## src/rtl/crc_pkg.sv

```systemverilog
// Shared types and helpers for the round-robin CRC scheduler.
package crc_pkg;

   localparam int DEF_LFSR_WIDTH = 8;

   typedef enum logic [2:0] {
      ST_IDLE,
      ST_ERST,
      ST_SHIFT,
      ST_WAITV,
      ST_COLLECT,
      ST_RESP
   } state_t;

   // A single requester still needs a 1-bit id field.
   function automatic int id_width(input int n);
      return (n > 1) ? $clog2(n) : 1;
   endfunction

endpackage

```

## src/rtl/crc_rr_sched_if.sv

```systemverilog
// Requester and response channels of the CRC scheduler.
interface crc_rr_sched_if
   import crc_pkg::*;
#(
   parameter int NUM_REQ = 2,
   parameter int W       = DEF_LFSR_WIDTH
);

   localparam int IW = id_width(NUM_REQ);

   logic [NUM_REQ-1:0]   req_valid;
   logic [NUM_REQ*W-1:0] req_data;
   logic [NUM_REQ-1:0]   req_ready;
   logic                 rsp_valid;
   logic                 rsp_ready;
   logic [IW-1:0]        rsp_id;
   logic [W-1:0]         rsp_crc;
   logic                 rsp_err;

   modport master (
      output req_valid, req_data, rsp_ready,
      input  req_ready, rsp_valid, rsp_id, rsp_crc, rsp_err
   );

   modport slave (
      input  req_valid, req_data, rsp_ready,
      output req_ready, rsp_valid, rsp_id, rsp_crc, rsp_err
   );

endinterface

```

## src/rtl/crc_rr_arbiter.sv

```systemverilog
// Round-robin grant: first valid index after the pointer, pointer moves to the grant.
module crc_rr_arbiter
   import crc_pkg::*;
#(
   parameter int NUM_REQ = 2
) (
   input  logic                          clk,
   input  logic                          rst,
   input  logic [NUM_REQ-1:0]            req_valid,
   input  logic                          grant_en,
   output logic                          grant_valid,
   output logic [id_width(NUM_REQ)-1:0]  grant_id
);

   localparam int IW = id_width(NUM_REQ);

   logic [IW-1:0] ptr;
   logic [IW-1:0] cand;

   // Scan from farthest to nearest so the nearest valid index after ptr wins.
   always_comb begin
      grant_valid = 1'b0;
      grant_id    = ptr;
      cand        = '0;
      for (int i = NUM_REQ; i >= 1; i--) begin
         cand = IW'((int'(ptr) + i) % NUM_REQ);
         if (req_valid[cand]) begin
            grant_valid = 1'b1;
            grant_id    = cand;
         end
      end
   end

   always_ff @(posedge clk) begin
      if (rst) begin
         ptr <= IW'(NUM_REQ - 1);
      end else if (grant_en) begin
         ptr <= grant_id;
      end
   end

endmodule

```

## src/rtl/crc_rr_sched.sv

```systemverilog
// Shares one serial CRC engine among NUM_REQ requesters: serialise word, collect CRC, respond.
//
// state      | meaning
// -----------+----------------------------------------------------------
// ST_IDLE    | waiting for any req_valid; grant, latch word, pulse ready
// ST_ERST    | engine reset held low for one cycle
// ST_SHIFT   | word shifted LSB-first into engine, LFSR_WIDTH cycles
// ST_WAITV   | waiting for first eng_valid, bounded by TIMEOUT
// ST_COLLECT | gathering remaining CRC bits on eng_valid cycles
// ST_RESP    | response held until rsp_ready
module crc_rr_sched
   import crc_pkg::*;
#(
   parameter int NUM_REQ    = 2,
   parameter int LFSR_WIDTH = DEF_LFSR_WIDTH,
   parameter int TIMEOUT    = 16
) (
   input  logic            clk,
   input  logic            rst,
   crc_rr_sched_if.slave   bus,
   output logic            eng_rst_n,
   output logic            eng_active,
   output logic            eng_data,
   input  logic            eng_crc,
   input  logic            eng_valid,
   output logic            busy
);

   localparam int IW = id_width(NUM_REQ);
   localparam int BW = $clog2(LFSR_WIDTH + 1);
   localparam int TW = $clog2(TIMEOUT + 1);
   localparam logic [BW-1:0] BIT_LAST   = BW'(LFSR_WIDTH);
   localparam logic [BW-1:0] BIT_PENULT = BW'(LFSR_WIDTH - 1);
   localparam logic [TW-1:0] TMO_LOAD   = TW'(TIMEOUT - 1);

   state_t                state;
   logic [LFSR_WIDTH-1:0] word_sr;
   logic [LFSR_WIDTH-1:0] crc_sr;
   logic [BW-1:0]         bit_cnt;
   logic [TW-1:0]         tmo_cnt;
   logic                  grant_valid;
   logic                  grant_en;
   logic [IW-1:0]         grant_id;

   assign grant_en = (state == ST_IDLE) && grant_valid;

   crc_rr_arbiter #(.NUM_REQ(NUM_REQ)) u_arb (
      .clk         (clk),
      .rst         (rst),
      .req_valid   (bus.req_valid),
      .grant_en    (grant_en),
      .grant_valid (grant_valid),
      .grant_id    (grant_id)
   );

   always_ff @(posedge clk) begin
      if (rst) begin
         state         <= ST_IDLE;
         word_sr       <= '0;
         crc_sr        <= '0;
         bit_cnt       <= '0;
         tmo_cnt       <= '0;
         bus.req_ready <= '0;
         bus.rsp_valid <= 1'b0;
         bus.rsp_id    <= '0;
         bus.rsp_crc   <= '0;
         bus.rsp_err   <= 1'b0;
         eng_rst_n     <= 1'b0;
         eng_active    <= 1'b0;
         eng_data      <= 1'b0;
         busy          <= 1'b0;
      end else begin
         bus.req_ready <= '0;
         case (state)
            ST_IDLE: begin
               eng_rst_n <= 1'b1;
               if (grant_valid) begin
                  bus.req_ready[grant_id] <= 1'b1;
                  word_sr     <= bus.req_data[int'(grant_id)*LFSR_WIDTH +: LFSR_WIDTH];
                  bus.rsp_id  <= grant_id;
                  bus.rsp_err <= 1'b0;
                  eng_rst_n   <= 1'b0;
                  busy        <= 1'b1;
                  state       <= ST_ERST;
               end
            end
            ST_ERST: begin
               eng_rst_n  <= 1'b1;
               eng_active <= 1'b1;
               eng_data   <= word_sr[0];
               word_sr    <= word_sr >> 1;
               bit_cnt    <= BW'(1);
               state      <= ST_SHIFT;
            end
            ST_SHIFT: begin
               if (bit_cnt == BIT_LAST) begin
                  eng_active <= 1'b0;
                  eng_data   <= 1'b0;
                  tmo_cnt    <= TMO_LOAD;
                  crc_sr     <= '0;
                  state      <= ST_WAITV;
               end else begin
                  eng_data <= word_sr[0];
                  word_sr  <= word_sr >> 1;
                  bit_cnt  <= bit_cnt + BW'(1);
               end
            end
            ST_WAITV: begin
               if (eng_valid) begin
                  crc_sr  <= {eng_crc, crc_sr[LFSR_WIDTH-1:1]};
                  bit_cnt <= BW'(1);
                  state   <= ST_COLLECT;
               end else if (tmo_cnt == '0) begin
                  bus.rsp_valid <= 1'b1;
                  bus.rsp_err   <= 1'b1;
                  bus.rsp_crc   <= '0;
                  state         <= ST_RESP;
               end else begin
                  tmo_cnt <= tmo_cnt - TW'(1);
               end
            end
            ST_COLLECT: begin
               // Bits enter at the top and shift down, so the first sample lands in bit 0.
               if (eng_valid) begin
                  if (bit_cnt == BIT_PENULT) begin
                     bus.rsp_crc   <= {eng_crc, crc_sr[LFSR_WIDTH-1:1]};
                     bus.rsp_valid <= 1'b1;
                     state         <= ST_RESP;
                  end else begin
                     crc_sr  <= {eng_crc, crc_sr[LFSR_WIDTH-1:1]};
                     bit_cnt <= bit_cnt + BW'(1);
                  end
               end
            end
            ST_RESP: begin
               if (bus.rsp_ready) begin
                  bus.rsp_valid <= 1'b0;
                  busy          <= 1'b0;
                  state         <= ST_IDLE;
               end
            end
            default: state <= ST_IDLE;
         endcase
      end
   end

endmodule

```

## src/flat_wrapper.sv

```systemverilog
// flat-port wrapper written by rule: the top's interface ports become plain ports
module crc_rr_sched_flat import crc_pkg::*;
#(
   parameter int NUM_REQ    = 2,
   parameter int LFSR_WIDTH = DEF_LFSR_WIDTH,
   parameter int TIMEOUT    = 16
)
  (clk, rst, eng_rst_n, eng_active, eng_data, eng_crc, eng_valid, busy, bus_req_valid, bus_req_data, bus_rsp_ready, bus_req_ready, bus_rsp_valid, bus_rsp_id, bus_rsp_crc, bus_rsp_err);
  crc_rr_sched_if #(.NUM_REQ(NUM_REQ), .W((8))) bus_i ();
  input  logic clk;
  input  logic rst;
  output logic eng_rst_n;
  output logic eng_active;
  output logic eng_data;
  input  logic eng_crc;
  input  logic eng_valid;
  output logic busy;
  input wire logic [$bits(bus_i.req_valid)-1:0] bus_req_valid;
  input wire logic [$bits(bus_i.req_data)-1:0] bus_req_data;
  input wire logic [$bits(bus_i.rsp_ready)-1:0] bus_rsp_ready;
  output wire logic [$bits(bus_i.req_ready)-1:0] bus_req_ready;
  output wire logic [$bits(bus_i.rsp_valid)-1:0] bus_rsp_valid;
  output wire logic [$bits(bus_i.rsp_id)-1:0] bus_rsp_id;
  output wire logic [$bits(bus_i.rsp_crc)-1:0] bus_rsp_crc;
  output wire logic [$bits(bus_i.rsp_err)-1:0] bus_rsp_err;
  assign bus_i.req_valid = bus_req_valid;
  assign bus_i.req_data = bus_req_data;
  assign bus_i.rsp_ready = bus_rsp_ready;
  assign bus_req_ready = bus_i.req_ready;
  assign bus_rsp_valid = bus_i.rsp_valid;
  assign bus_rsp_id = bus_i.rsp_id;
  assign bus_rsp_crc = bus_i.rsp_crc;
  assign bus_rsp_err = bus_i.rsp_err;
  crc_rr_sched #(.NUM_REQ(NUM_REQ), .LFSR_WIDTH(LFSR_WIDTH), .TIMEOUT(TIMEOUT)) u_core (.clk(clk), .rst(rst), .bus(bus_i), .eng_rst_n(eng_rst_n), .eng_active(eng_active), .eng_data(eng_data), .eng_crc(eng_crc), .eng_valid(eng_valid), .busy(busy));
endmodule
```

## config.mk

```make
export PLATFORM = sky130hd
export DESIGN_NAME = crc_rr_sched_flat
export DESIGN_NICKNAME = d
export VERILOG_FILES = /design/src/rtl/crc_pkg.sv /design/src/rtl/crc_rr_sched_if.sv /design/src/rtl/crc_rr_arbiter.sv /design/src/rtl/crc_rr_sched.sv /design/src/flat_wrapper.sv
export SDC_FILE = /design/constraint.sdc
export NUM_CORES = 1
export LEC_CHECK = 0
export CAP_MARGIN = 20
export CORE_MARGIN = 2
export CORE_UTILIZATION = 30
export DETAILED_ROUTE_END_ITERATION = 12
export DONT_BUFFER_PORTS = 1
export SLEW_MARGIN = 20
export SYNTH_ARGS = -nofsm -noshare
export SYNTH_HDL_FRONTEND = slang
export SYNTH_SLANG_ARGS = --single-unit
```

## constraint.sdc

```tcl
create_clock -name clk -period 1.9 [get_ports clk]
set_input_delay 0.19 -clock clk [delete_from_list [all_inputs] [get_ports clk]]
set_output_delay 0.19 -clock clk [all_outputs]
set_load 0.02 [all_outputs]
```

After elaboration in Yosys (flattened, before gate mapping). Index checks and enable logic that the tools add are counted.

Register bits after elaboration: 46. Input port bits: 23.

Bitwise operators: 2. Reductions and logical operators: 26. Add/subtract/negate cells: 4. Shift-type cells: 1. $lt $le $gt $ge: 4. Muxes and demuxes: 56. Equal/unequal tests: 19.

Operator list (count): 8-bit 2-to-1 mux (10); 8-bit one-hot mux with 3 select lines (2); 3-bit 2-to-1 mux (7); 1-bit 2-to-1 mux (19); 3-bit one-hot mux with 6 select lines (1); 4-bit 2-to-1 mux (4); 4-bit one-hot mux with 4 select lines (1); 8-bit one-hot mux with 2 select lines (1); 16-bit by 5-bit variable part select with 8-bit output (1); 5-bit 2-to-1 mux (3); 5-bit AND reduction (3); 2-bit inequality test, second input constant (7); 6-bit AND reduction (2); 2-bit nonzero test (6); 1-bit one-hot mux with 2 select lines (5); 5-bit one-hot mux with 2 select lines (1); 3-bit nonzero test (3); 2-bit by 1-bit inequality test with 1-bit output, second input constant (4); 4-bit AND reduction (2); 3-bit by 2-bit == test with 1-bit output, second input constant (2); 3-bit == test, second input constant (2); 1-bit by 2-bit less-than comparator with 1-bit output, second input constant (3); 3-bit AND reduction (2); 5-bit logical NOT (1); other kinds (16) (20).

Longest topological paths before layout.
Word-level depth: 9. Gate-level depth with buffers: 8. Depth with buffers taken out: 7.

Cells and area by module. From an unflattened synthesis, not the netlist that was laid out.

Cell total of the unflattened synthesis: 251. Area total of the unflattened synthesis: 2293.4 sq um.

Modules (own cells, without submodules): crc_rr_sched (cells an instance 244, instances 1, area an instance 2230.9 sq um); crc_rr_arbiter (cells an instance 7, instances 1, area an instance 62.6 sq um).

Least setup slack after synthesis. OpenSTA, ideal clock, no wires.

Kind: flip-flop to flip-flop. From: register u_core.tmo_cnt[0]. To: register u_core.state[0]. Data arrival time: 1.697 ns. Setup time: 0.134 ns. Slack: 0.070 ns. Period minus slack after synthesis: 1.830 ns. Stages on the path, launching flop included: 8. Buffers on the path: 0. Cell sequence: dfxtp_1 -> inv_1 -> ha_1 -> or4b_4 -> a31oi_1 -> o221ai_1 -> nor4_1 -> a211oi_1.

Cells in the longest elaborated chain, start to end: 3.

Ends and longest elaborated chain: start, declared (line crc_rr_sched.sv:40) `logic [TW-1:0] tmo_cnt;`; start signal, assigned (line crc_rr_sched.sv:119) `tmo_cnt <= tmo_cnt - TW'(1);`; 5-bit logical NOT (line crc_rr_sched.sv:113) `end else if (tmo_cnt == '0) begin`; 3-bit by 2-bit inequality test with 1-bit output (no line); 6-bit AND reduction (no line); end signal, assigned (line crc_rr_sched.sv:112) `state <= ST_COLLECT;`; end signal, assigned (line crc_rr_sched.sv:117) `state <= ST_RESP;`; end signal, assigned (line crc_rr_sched.sv:128) `state <= ST_RESP;`; end, declared (line crc_rr_sched.sv:36) `state_t state;`.

No other way between the ends. A chain may end at the register's enable or synchronous reset.

Final worst setup path.
From: register u_core.tmo_cnt[0]. To: register u_core.state[2].

Same word-level chain as after synthesis.

==> reports/results.tsv <==
stage	metric	value	unit
power_and_ir_drop	power_frac_comb	36.1	%
floorplan	initial_core_util	31.4	%
synth	synth.distinct_cells	49	
place	dp.cells	348	
layout	drive_gt1_share	16.5	%
route	drt-total-wl	4820	um
layout	layout.cells.non_filler	357	
power_and_ir_drop	sequentialPowerShare	45.2	%
place	dpl.hpwl	3250	um
flow_run	drv_cap	0	
power_and_ir_drop	p_per_area	1260	nW/um2
critical_path	cp-end-kind	flip-flop	
hold_path	holdPathStages	1	
floorplan	pin_count	40	
synth	syn_avg_cell_area	8.54	um2
cts	path_clk_slew	0.08	ns
route	route.vias.total	1836	
floorplan	fp.dieArea	7890	um2
critical_path	worstPathArrival	2.04	ns
global_routing	grt_pass1_wl	7530	um
synth	yosys_most_used_dff	dfxtp_1	
power_and_ir_drop	vdd_drop_max	0.374	mV
global_routing	grt_usage	12.3	%
layout	layout.area.seq	906	um2
layout	final_util	36.0	%
synth	synthAdderAreaFrac	1.74	%
timing	min_period	1.85	ns
hold_path	hp-class	input pin to flip-flop	
power_and_ir_drop	intPower	0.00193	W
critical_path	cp-startpoint	u_core.tmo_cnt[0]$_SDFFE_PP0P_	
critical_path	crit_fanout	4	
global_routing	overflow	0	
power_and_ir_drop	p_leak	0.878	nW
floorplan	dieHeight	88.8	um
timing	slew_viol_final	0	
cts	cts_buffers	5	
power_and_ir_drop	swShare	38.2	%
layout	syn2layout_area_growth	14.7	%
global_routing	grt_pass1_vias	1564	
critical_path	cp-start-kind	flip-flop	
critical_path	worst_ep_required_time	2.09	ns
synth	synth_edf_count	0	
status	violations	negative hold slack	
timing	final.setup.worst_slack	0.0489	ns
cts	clockBufferDepth	2	
place	io_buffers	0	
layout	layout_commonest_cell	dfxtp_1	
route	firstDrtPassIters	6	
synth	synth_compound_area_share	19.6	%
timing	tns	0	ns
route	drc	0	
timing	worst_pin_slew	0.497	ns
critical_path	worstReg2RegStart	u_core.tmo_cnt[0]$_SDFFE_PP0P_	
cts	hold_buffers	1	
hold_path	min_from	rst	
floorplan	die-width	88.8	um
timing	fin_crit_sh	97.4	%
cts	cts_tree	built	
cts	insertion_delay	0.30	ns
synth	postSynthCellCount	253	
layout	fill_cells	728	
layout	layout.nets	286	
timing	slew-limit-headroom	66.5	%
power_and_ir_drop	switchingPower	0.00119	W
synth	yosysSeqAreaShare	41.7	%
route	ant_nets	0	
layout	n_antenna_cell	0	
status	outcome	finished, violations left	
synth	async_flop_share	0	%
global_routing	antenna_found_initial	0	
cts	post_cts.repair.setup_buffers	0	
timing	worst_hold_slack	-0.0491	ns
synth	synth.area.mux_share	4.69	%
floorplan	rows	30	
cts	cts_root_buf	clkbuf_8	
timing	fmax	540	MHz
synth	synth_top_family_by_area	simple AND/OR/NAND/NOR gates	
cts	htreeDepth	2	
layout	final_cell_mix	41 x dfxtp_1, 27 x nand2_1, 24 x o21ai_0	
place	post-place-ws	-0.0848	ns
synth	ys_warn_count	0	
global_routing	grt_max_degree	41	
layout	multi_input_area	1210	um2
route	wire_per_inst	13.5	um
critical_path	reg2regPathDepth	6	
place	gp_congestion	0.780	
cts	cts.sinks	45	
synth	synthSimpleGateAreaFrac	26.8	%
power_and_ir_drop	clockPowerShare	18.7	%
synth	synth_nets	279	
timing	setup_viol	0	
synth	synth_xor_area_share	0.406	%
synth	synth_area	2160	um2
timing	hold_viol	25	
timing	skew	0.00478	ns
route	post_drt_via_cell_ratio	5.14	
critical_path	crit_type	flip-flop to flip-flop	
synth	synth-seq-cells	45	
critical_path	rrSetupSlack	0.05	ns
floorplan	coreArea	6870	um2
route	dr.first_iter.drc_count	80	
## Yosys cell counts, drive strengths merged, types with 2 or more instances
cell type | instances | share of area [%]
nand3 | 13 | 3.0
nor2 | 15 | 2.6
inv | 7 | 1.2
o21a | 3 | 1.0
nor3b | 3 | 1.8
a211oi | 6 | 2.1
and3b | 2 | 0.81
nor2b | 4 | 1.2
o21ai | 24 | 5.6
ha | 3 | 1.7
or4 | 3 | 1.0
a22o | 7 | 2.8
nand2b | 6 | 2.1
dfxtp | 45 | 42
nand3b | 10 | 3.6
clkbuf | 10 | 1.7
or4b | 2 | 1.1
mux2i | 9 | 4.2
nor3 | 10 | 2.5
a21oi | 17 | 4.1
buf | 7 | 2.1
a31oi | 3 | 0.87
nand2 | 27 | 4.7
## cell type report
class / count / share of cell area [%]
Multi-Input combinational cell: 184 / 48.9
Sequential cell: 45 / 36.6
Timing Repair Buffer: 17 / 5.26
Tap cell: 96 / 4.85
Clock buffer: 6 / 2.93
Inverter: 7 / 1.06
Clock inverter: 2 / 0.404
## power by group through the flow
stage                     Sequential, W  Clock [W]  Combinational (W)
after detailed placement        0.00142          0            0.00107
final                           0.00141   0.000583            0.00113
after global placement          0.00141          0            0.00105
after global routing            0.00145   0.000639            0.00126
after CTS                       0.00140   0.000606            0.00110
after floorplan                 0.00134          0           0.000884
## per-layer routing
| layer | GRT usage, % | up-vias | part of all wire (%) |
|---|---|---|---|
| met5 | 0 | - | 0 |
| met4 | 4.13 | 0 | 1.1 |
| li1 | - | 924 | - |
| met2 | 18.0 | 37 | 44 |
| met3 | 3.82 | 5 | 5.5 |
| met1 | 17.2 | 870 | 50 |
## cell families (layout without fill, tap and decap cells)
| logic type | count (synthesis) | in the layout |
|---|---|---|
| buffers and inverters | 24 | 32 |
| AO/OA/AOI/OAI | 68 | 68 |
| flip-flops | 45 | 45 |
| XOR/XNOR | 1 | 1 |
| multiplexers | 10 | 10 |
| AND/OR/NAND/NOR | 102 | 102 |
| adder cells (fa/ha/maj) | 3 | 3 |
## stage by stage
step           cell area [um2]  power, W  hold WS [ns]
2_1_floorplan             2160   0.00222         0.330
3_3_place_gp              2320   0.00246         0.268
3_5_place_dp              2320   0.00249         0.268
4_1_cts                   2430   0.00311       -0.0553
5_1_grt                   2480   0.00334       -0.0638
6_report                  2480   0.00312       -0.0491
## registers in the layout, indices dropped and copies added, names as in the netlist
register / count
u_core.eng_active: 1
u_core.u_arb.ptr: 1
u_core.bus.req_ready: 2
u_core.busy: 1
u_core.state: 3
u_core.crc_sr: 7
u_core.tmo_cnt: 5
u_core.eng_rst_n: 1
u_core.bus.rsp_err: 1
u_core.eng_data: 1
u_core.bus.rsp_id: 1
u_core.bus.rsp_crc: 8
u_core.bus.rsp_valid: 1
u_core.word_sr: 8
u_core.bit_cnt: 4
## timing repair
item / 4_1_cts / 5_1_grt
gates resized for setup: 6 / 9
endpoints found under the setup margin: 17 / 20
pin swaps: 1 / 1
hold endpoints to repair: 27 / 26
## worst max-delay path: stages (launching register included)
cell and delay [ns]:
dfxtp_1 0.32, inv_1 0.09, ha_4 0.16, or4b_4 0.51, a31oi_2 0.22, o221ai_2 0.15, mux2_2 0.30
## worst paths after layout
| path | end |
|---|---|
| hold / removal | u_core.bit_cnt[1]$_SDFFE_PP0P_ |
| setup / recovery | u_core.state[2]$_SDFFE_PP0P_ |
| hold reg to reg | u_core.word_sr[7]$_SDFFE_PP0P_ |
| setup reg to reg | u_core.state[2]$_SDFFE_PP0P_ |
Note: power is estimated with default switching activity, not from simulation.
